File: config.mk
export PLATFORM = sky130hd
export DESIGN_NAME = count_direction_decoder
export DESIGN_NICKNAME = d
export VERILOG_FILES = /design/src/rtl/count_direction_decoder.sv
export SDC_FILE = /design/constraint.sdc
export NUM_CORES = 1
export LEC_CHECK = 0
export BUFFER_PORTS_ARGS = -buffer_cell sky130_fd_sc_hd__buf_2
export CORE_MARGIN = 2
export CORE_UTILIZATION = 34
export CTS_CLUSTER_SIZE = 30
export DETAILED_ROUTE_END_ITERATION = 10
export PLACE_DENSITY = 0.49
export SLEW_MARGIN = 25
export SYNTH_ARGS = -nofsm -noshare
export SYNTH_HDL_FRONTEND = slang
export SYNTH_SLANG_ARGS = --single-unit
File: constraint.sdc
create_clock -name clk -period 3 [get_ports clk]
set_clock_uncertainty 0.05 [all_clocks]
set_input_delay 0.3 -clock clk [delete_from_list [all_inputs] [get_ports clk]]
set_output_delay 0.3 -clock clk [all_outputs]
set_load 0.005 [all_outputs]
File: src/rtl/count_direction_decoder.sv
// count_direction_decoder: decodes successive 2-bit up/down counter samples into
// step pulses, a signed position accumulator, wrap detection and illegal-jump tracking.
module count_direction_decoder #(
    parameter int POS_W = 8,
    parameter int ERR_W = 4
) (
    input  logic             clk,
    input  logic             reset,
    input  logic             sample_en,
    input  logic [1:0]       data_in,
    output logic             step_up,
    output logic             step_down,
    output logic             dir_up,
    output logic             wrap,
    output logic [POS_W-1:0] position,
    output logic             error,
    output logic [ERR_W-1:0] err_count,
    output logic             locked
);
    typedef enum logic [1:0] {IDLE, TRACK, RESYNC} state_t;

    state_t           state, state_n;
    logic [1:0]       prev, prev_n, delta;
    logic             up_n, down_n, wrap_n, err_n, dir_n;
    logic [POS_W-1:0] pos_n;
    logic [ERR_W-1:0] cnt_n, cnt_inc;

    assign delta   = data_in - prev;
    assign cnt_inc = (err_count == '1) ? err_count : err_count + ERR_W'(1);
    assign locked  = (state == TRACK);

    always_ff @(posedge clk or posedge reset) begin
        if (reset) begin
            state     <= IDLE;
            prev      <= '0;
            step_up   <= 1'b0;
            step_down <= 1'b0;
            wrap      <= 1'b0;
            error     <= 1'b0;
            dir_up    <= 1'b0;
            position  <= '0;
            err_count <= '0;
        end else begin
            state     <= state_n;
            prev      <= prev_n;
            step_up   <= up_n;
            step_down <= down_n;
            wrap      <= wrap_n;
            error     <= err_n;
            dir_up    <= dir_n;
            position  <= pos_n;
            err_count <= cnt_n;
        end
    end

    always_comb begin
        state_n = state;
        prev_n  = prev;
        up_n    = 1'b0;
        down_n  = 1'b0;
        wrap_n  = 1'b0;
        err_n   = 1'b0;
        dir_n   = dir_up;
        pos_n   = position;
        cnt_n   = err_count;
        if (sample_en) begin
            prev_n = data_in;
            // A +/-2 jump is ambiguous in direction, so it is flagged rather than counted
            err_n  = (state != IDLE) && (delta == 2'd2);
            cnt_n  = err_n ? cnt_inc : err_count;
            case (state)
                IDLE:    state_n = TRACK;
                TRACK: begin
                    up_n    = (delta == 2'd1);
                    down_n  = (delta == 2'd3);
                    wrap_n  = (up_n && prev == 2'd3) || (down_n && prev == 2'd0);
                    dir_n   = up_n ? 1'b1 : down_n ? 1'b0 : dir_up;
                    pos_n   = up_n ? position + POS_W'(1) : down_n ? position - POS_W'(1) : position;
                    state_n = err_n ? RESYNC : TRACK;
                end
                RESYNC:  state_n = err_n ? RESYNC : TRACK;
                default: state_n = IDLE;
            endcase
        end
    end
endmodule

==> reports/qor.tcl, run 1 <==
set qor(highest_delay_cell_along_the_critical_path) {sky130_fd_sc_hd__dfrtp_1}
set qor(finalNetCount) 165
set qor(drtAntennaViolNets) 0
set qor(gr_util_met1_pct) 18.31
set qor(critPathMaxStageDelay_ns) 0.39
set qor(crit_top_cell) {sky130_fd_sc_hd__ha_1}
set qor(hold_slack_ns) 0.07860
set qor(clock_insertion_delay_worst_skew_ns) 0.30
set qor(largest_fanout_of_any_net_on_the_critical_path) 9
set qor(detailedPlacementHpwl_mm) 1.941
set qor(synth_area_um2) 1245
set qor(post-route-period-util_pct) 89.38
set qor(initial_utilization_pct) 36.45
set qor(grt_antenna_before_repair) 0
set qor(post-route-util_pct) 42.38
set qor(htree_levels) 1
set qor(clock_path_buffers) 2
set qor(detail_route.first_pass.iterations) 4
set qor(shortest_clock_period_the_worst_path_allows_after_layout_ns) 2.681
set qor(ioPinCount) 23
set qor(worstSetupPathType) {reg -> reg}
set qor(layout.filler_cells) 367
set qor(wl_per_cell_um) 12.84
set qor(antenna_cells) 0
set qor(power_density_nw_per_um2) 931.8
set qor(via_per_inst) 4.918
set qor(p_leak_nw) 0.7040
set qor(worst-endpoint-required_ns) 3.14
set qor(achievable-frequency_mhz) 372.9
set qor(ys_seq_elements) 21
set qor(global_route_wire_length_before_repair_mm) 4.595
set qor(root_buffer) {sky130_fd_sc_hd__clkbuf_4}
set qor(grt_remaining_overflow) 0
set qor(status) {complete, no violations}
set qor(netlist-cell-type-count) 35
set qor(dr.first_iter.drc_count) 22
set qor(final_wirelength_mm) 2.504
set qor(setup_ws_ns) 0.3185
set qor(synth_area_leader_cell) {sky130_fd_sc_hd__dfrtp_1}
set qor(class_of_the_tightest_hold_or_removal_check) {in -> async}
set qor(die_h_um) 64.51
set qor(synth_sequential_area_ratio_pct) 42.21
set qor(cts.clk_slew.worst_paths_ns) 0.12
set qor(yosysWarningCount) 0
set qor(post_cts_resized) 0
set qor(post_layout_nonfiller_instances) 195
set qor(placed_area_um2) 1420
set qor(synthCells) 123
set qor(cts_hold_buf) 0
set qor(tightestPinTransition_ns) 0.7905
set qor(core_um2) 3416
set qor(finalSetupViolCount) 0
set qor(busiest_layer) {met2}
set qor(final_cell_area_um2) 1448
set qor(syn2layout_area_growth_pct) 16.28
set qor(vdd_ir_drop_max_v) 0.0003824
set qor(grt_max_degree) 22
set qor(cts_sink_count) 21
set qor(cap_viol_max_count) 0
set qor(placement_rows) 21
set qor(synth.avg_cell_area_um2) 10.12
set qor(die-width_um) 64.51
set qor(finalHoldViolCount) 0
set qor(setup-tns-final_ns) 0
set qor(remaining_drc_errors) 0
set qor(arrival_time_reported_for_the_critical_path_endpoint_ns) 2.82
set qor(post-layout-total-power_mw) 1.349
set qor(cts_buffers) 3
set qor(final-seq-area_um2) 525.5
set qor(grt_use_total_pct) 13.91
set qor(ys_async_sr_fraction_pct) 100.0
set qor(final_number_of_max_transition_violations) 0
set qor(multiInputGateArea_um2) 678.2
set qor(critical_path.startpoint_type) {register}
set qor(synth.top_cell.area_share_pct) 42.21
set qor(grt_pass1_vias) 1010
set qor(dp_slack_ns) 0.2616
set qor(postCtsSetupBuffers) 0
set qor(synth.area.top_cells) {sky130_fd_sc_hd__dfrtp_1, sky130_fd_sc_hd__ha_1, sky130_fd_sc_hd__xnor2_1, sky130_fd_sc_hd__o21ai_0, sky130_fd_sc_hd__mux2_2}
set qor(numPlacedInstances) 191
set qor(syn-num-nets) 138
set qor(grt_setup_unrepaired) {false}
set qor(drive_gt1_share_pct) 24.83
set qor(grt_util_met3_pct) 2.083
set qor(gp_congestion) 0.8057
set qor(grt_met2_use_pct) 23.70
set qor(slew_headroom_pct) 47.24
set qor(synth_edf_count) 0
set qor(dieArea_um2) 4162
set qor(yosys_most_used_dff) {sky130_fd_sc_hd__dfrtp_1}
set qor(detailroute.via_count) 959
set qor(tritoncts_clock_tree) {built}
set qor(crit_chain) {ha_1 -> xor3_2 -> nor2_2 -> buf_4 -> xnor2_1 -> ha_1 -> o31a_1 -> o22ai_1 -> nand2_1 -> a31oi_1 -> xor2_1 -> o21ai_0}
set qor(io_buffer_count) 22
set qor(setup.worst_path.end_class) {register}
## routing by layer
metal | up-vias | wire [um]
met4 | 0 | 13
met2 | 15 | 1183
li1 | 484 | -
met3 | 2 | 86
met5 | - | 0
met1 | 458 | 1220
## sequential cells by signal, indices dropped and copies added, names as in the netlist
register,count
wrap,1
dir_up,1
error,1
state,2
step_up,1
err_count,4
step_down,1
prev,2
position,8
## cell type report
type / instances / area share (%)
sequential: 21 / 36.30
inverter: 9 / 2.334
clock buffer: 3 / 1.556
multi-input combinational: 91 / 46.85
clock inverter: 1 / 0.3457
tap: 46 / 3.976
timing repair buffer: 24 / 8.643
## cells in the final DEF, fill, tap and decap left out, types with 2 or more instances in the layout
| cell | instances |
|---|---|
| sky130_fd_sc_hd__nand2_1 | 11 |
| sky130_fd_sc_hd__buf_2 | 22 |
| sky130_fd_sc_hd__dfrtp_1 | 21 |
| sky130_fd_sc_hd__a21oi_1 | 4 |
| sky130_fd_sc_hd__inv_1 | 9 |
| sky130_fd_sc_hd__nand4_1 | 2 |
| sky130_fd_sc_hd__xnor2_1 | 7 |
| sky130_fd_sc_hd__o21ai_0 | 9 |
| sky130_fd_sc_hd__a211o_1 | 2 |
| sky130_fd_sc_hd__buf_4 | 2 |
| sky130_fd_sc_hd__nor3_1 | 5 |
| sky130_fd_sc_hd__mux2_2 | 4 |
| sky130_fd_sc_hd__ha_1 | 10 |
| sky130_fd_sc_hd__xor2_1 | 4 |
| sky130_fd_sc_hd__nor2_1 | 9 |
| sky130_fd_sc_hd__clkbuf_4 | 3 |
| sky130_fd_sc_hd__nand3_1 | 4 |
## cell families (layout without fill, tap and decap cells)
logic type | count (synthesis) | after routing | share of synthesized area, %
xor+xnor | 13 | 13 | 11.56
mux | 5 | 5 | 4.422
buf+inv | 11 | 37 | 3.317
flops | 21 | 21 | 42.21
compound gates | 24 | 24 | 12.77
simple gates | 39 | 39 | 15.68
fa+ha+maj | 10 | 10 | 10.05
## Yosys cell counts, types with 2 or more instances
master	count
sky130_fd_sc_hd__mux2_2	4
sky130_fd_sc_hd__nor2_1	9
sky130_fd_sc_hd__dfrtp_1	21
sky130_fd_sc_hd__ha_1	10
sky130_fd_sc_hd__a21oi_1	4
sky130_fd_sc_hd__a211o_1	2
sky130_fd_sc_hd__xnor2_1	7
sky130_fd_sc_hd__nand4_1	2
sky130_fd_sc_hd__nor3_1	5
sky130_fd_sc_hd__nand2_1	11
sky130_fd_sc_hd__xor2_1	4
sky130_fd_sc_hd__nand3_1	4
sky130_fd_sc_hd__clkbuf_1	2
sky130_fd_sc_hd__inv_1	9
sky130_fd_sc_hd__o21ai_0	9
## final timing paths
kind | start | endpoint | slack, ns | cells past startpoint
max in group asynchronous | reset | err_count[2] | 2.34 | 2
worst max-delay path | prev[0] | position[6] | 0.32 | 12
worst min register to register | dir_up | dir_up | 0.46 | 1
min in group clk | data_in[0] | prev[0] | 0.19 | 2
worst min-delay path | reset | wrap | 0.08 | 2
worst max register to register | prev[0] | position[6] | 0.32 | 12
## power breakdown
| group | switching, mW | internal (mW) |
|---|---|---|
| clock | 0.0855 | 0.0496 |
| sequential | 0.119 | 0.385 |
| combinational | 0.361 | 0.349 |
## critical path: cells and delay by family (launching register included)
family / cells / cell delay [ns]
adders and majority gates: 2 / 0.46
AOI/OAI and AO/OA: 4 / 0.71
xor gates and xnor gates: 3 / 0.55
and+or+nand+nor: 2 / 0.21
buffers and inverters: 1 / 0.18
DFF: 1 / 0.39
(Power assumes the default switching activity.)
==> run 2: changes to the inputs <==
==> constraint.sdc (replaced) <==
create_clock -name clk -period 3.4 [get_ports clk]
set_clock_uncertainty 0.05 [all_clocks]
set_input_delay 0.34 -clock clk [delete_from_list [all_inputs] [get_ports clk]]
set_output_delay 0.34 -clock clk [all_outputs]
set_load 0.005 [all_outputs]
==> run 2 against run 1 <==
Against the previous run:
- sequential share of layout area is 0.19 points higher
- hold slack improved by 0.038 ns
- via count decreased by 0.63%
- setup slack better by 0.13 ns
- critical path depth is 2 lower
- largest cell class unchanged
- largest power group unchanged
- highest routed layer unchanged
==> reports/qor.tcl, run 2 (synthesis results as in run 1) <==
set qor(final_number_of_max_transition_violations) 0 ;# unchanged
set qor(die-width_um) 64.51 ;# unchanged
set qor(root_buffer) {sky130_fd_sc_hd__clkbuf_4}
set qor(grt_antenna_before_repair) 0 ;# unchanged
set qor(power_density_nw_per_um2) 818.8 ;# -12%
set qor(tritoncts_clock_tree) {built}
set qor(finalNetCount) 164 ;# -0.61%
set qor(global_route_wire_length_before_repair_mm) 4.278 ;# -6.9%
set qor(antenna_cells) 0 ;# unchanged
set qor(setup-tns-final_ns) 0 ;# unchanged
set qor(die_h_um) 64.51 ;# unchanged
set qor(detail_route.first_pass.iterations) 4 ;# unchanged
set qor(grt_max_degree) 22 ;# unchanged
set qor(clock_path_buffers) 2 ;# unchanged
set qor(worst-endpoint-required_ns) 3.56 ;# +0.42 ns
set qor(cts_sink_count) 21 ;# unchanged
set qor(ioPinCount) 23 ;# unchanged
set qor(detail_route.wirelength.met1_mm) 1.174 ;# -3.8%
set qor(cts.clk_slew.worst_paths_ns) 0.13 ;# about the same
set qor(detailedPlacementHpwl_mm) 1.805 ;# -7.0%
set qor(cap_viol_max_count) 0 ;# unchanged
set qor(drtAntennaViolNets) 0 ;# unchanged
set qor(slew_headroom_pct) 45.85 ;# -1.4 points
set qor(wl_per_cell_um) 12.27 ;# -4.5%
set qor(class_of_the_tightest_hold_or_removal_check) {in -> async}
set qor(grt_setup_unrepaired) {false}
set qor(shortest_clock_period_the_worst_path_allows_after_layout_ns) 2.947 ;# +0.2659 ns
set qor(dr.first_iter.drc_count) 22 ;# unchanged
set qor(arrival_time_reported_for_the_critical_path_endpoint_ns) 3.11 ;# +0.29 ns
set qor(post-route-util_pct) 42.16 ;# -0.22 points
set qor(io_buffer_count) 22 ;# unchanged
set qor(largest_register) {position}
set qor(routed-wl-met3_um) 110 ;# +28%
set qor(finalSetupViolCount) 0 ;# unchanged
set qor(initial_utilization_pct) 36.45 ;# unchanged
set qor(gp_congestion) 0.8184 ;# +1.6%
set qor(setup_ws_ns) 0.4527 ;# +0.1341 ns
set qor(dieArea_um2) 4162 ;# unchanged
set qor(grt_use_total_pct) 13.15 ;# -0.75 points
set qor(detailroute.via_count) 953 ;# -0.63%
set qor(cts_hold_buf) 0 ;# unchanged
set qor(setup.worst_path.end_class) {register}
set qor(remaining_drc_errors) 0 ;# unchanged
set qor(final_wirelength_mm) 2.380 ;# -5.0%
set qor(final_cell_area_um2) 1440 ;# -0.52%
set qor(finalHoldViolCount) 0 ;# unchanged
set qor(post-route-period-util_pct) 86.69 ;# -2.7 points
set qor(dp_slack_ns) 0.3497 ;# +0.08811 ns
set qor(postCtsSetupBuffers) 0 ;# unchanged
set qor(worstSetupPathType) {reg -> reg}
set qor(critical_path.startpoint_type) {register}
set qor(topRoutingLayerUsed) {met4}
set qor(clock_insertion_delay_worst_skew_ns) 0.30 ;# about the same
set qor(via_per_inst) 4.912 ;# -0.11%
set qor(mostFrequentLayoutCells) {sky130_fd_sc_hd__buf_2, sky130_fd_sc_hd__dfrtp_1, sky130_fd_sc_hd__nand2_1}
set qor(vdd_ir_drop_max_v) 0.0003307 ;# -14%
set qor(largest_register_ffs) 8 ;# unchanged
set qor(wl_met2_mm) 1.073 ;# -9.3%
set qor(syn2layout_area_growth_pct) 15.68
set qor(status) {complete, no violations}
set qor(numPlacedInstances) 190 ;# -0.52%
set qor(grt_remaining_overflow) 0 ;# unchanged
set qor(tightestPinTransition_ns) 0.8113 ;# +0.02077 ns
set qor(placed_area_um2) 1413 ;# -0.53%
set qor(largestRegisters) {position x8, err_count x4}
set qor(p_leak_nw) 0.6988 ;# -0.73%
set qor(core_um2) 3416 ;# unchanged
set qor(post_cts_resized) 0 ;# unchanged
set qor(cts_buffers) 3 ;# unchanged
set qor(post_layout_nonfiller_instances) 194 ;# -0.51%
set qor(largest_fanout_of_any_net_on_the_critical_path) 10 ;# +1
set qor(most_common_cell_after_layout_fill_and_taps_aside) {sky130_fd_sc_hd__buf_2}
set qor(achievable-frequency_mhz) 339.3 ;# -9.0%
set qor(drive_gt1_share_pct) 24.32 ;# -0.51 points
set qor(grt_pass1_vias) 942 ;# -6.7%
set qor(placement_rows) 21 ;# unchanged
set qor(htree_levels) 1 ;# unchanged
## run 2: changes by cell type in the layout (fill, tap and decap cells not counted)
cell	previous run	this run
sky130_fd_sc_hd__buf_4	2	1
## run 2: routing by layer
metal / vias to the layer above / GRT usage, %
met4: 0 / 5.851
met2: 19 / 21.48
met1: 448 / 16.83
met3: 2 / 2.604
met5: - / 0
li1: 484 / -
## run 2: path summary, 6_finish.rpt
| check | from | to | slack, ns | cells after the start |
|---|---|---|---|---|
| min in group clk | data_in[0] | prev[0] | 0.23 | 2 |
| worst min register to register | dir_up | dir_up | 0.44 | 1 |
| worst max-delay path | prev[0] | position[7] | 0.45 | 10 |
| worst max register to register | prev[0] | position[7] | 0.45 | 10 |
| max in group asynchronous | reset | wrap | 2.68 | 2 |
| worst min-delay path | reset | err_count[0] | 0.12 | 2 |
## run 2: final cells by class
| cell class | instances | area (um2) |
|---|---|---|
| fillers | 363 | 1976 |
| multi-input cells | 91 | 678.2 |
| flip-flops and latches | 21 | 525.5 |
| repair buffers | 23 | 117.6 |
| well taps | 46 | 57.56 |
| inverters | 9 | 33.78 |
| clock buffers | 3 | 22.52 |
| clock inverters | 1 | 5.005 |
## run 2: power breakdown
part / total [mW] / switching, mW / leakage, nW / internal [mW]
Combinational: 0.614 / 0.310 / 0.421 / 0.304
Clock: 0.124 / 0.0797 / 0.0177 / 0.0438
Sequential: 0.442 / 0.102 / 0.260 / 0.339
Total: 1.18 / 0.492 / 0.699 / 0.688
## run 2: per-stage QoR
| step | power [mW] | hold WS [ns] |
|---|---|---|
| final | 1.179 | 0.1169 |
| after global routing | 1.311 | 0.1769 |
| after CTS | 1.199 | 0.1354 |
| after detailed placement | 1.065 | 0.4150 |
| after global placement | 1.064 | 0.4068 |
| after floorplan | 0.8786 | 0.2665 |
## run 2: worst max-delay path, stage by stage (launching register included)
cell and delay, ns:
sky130_fd_sc_hd__dfrtp_1 0.40, sky130_fd_sc_hd__ha_1 0.23, sky130_fd_sc_hd__xor3_2 0.34, sky130_fd_sc_hd__nor2_2 0.33, sky130_fd_sc_hd__inv_1 0.23, sky130_fd_sc_hd__ha_1 0.36, sky130_fd_sc_hd__inv_1 0.08, sky130_fd_sc_hd__a31oi_2 0.22
sky130_fd_sc_hd__nor2_1 0.09, sky130_fd_sc_hd__a211o_1 0.29, sky130_fd_sc_hd__a32o_1 0.25
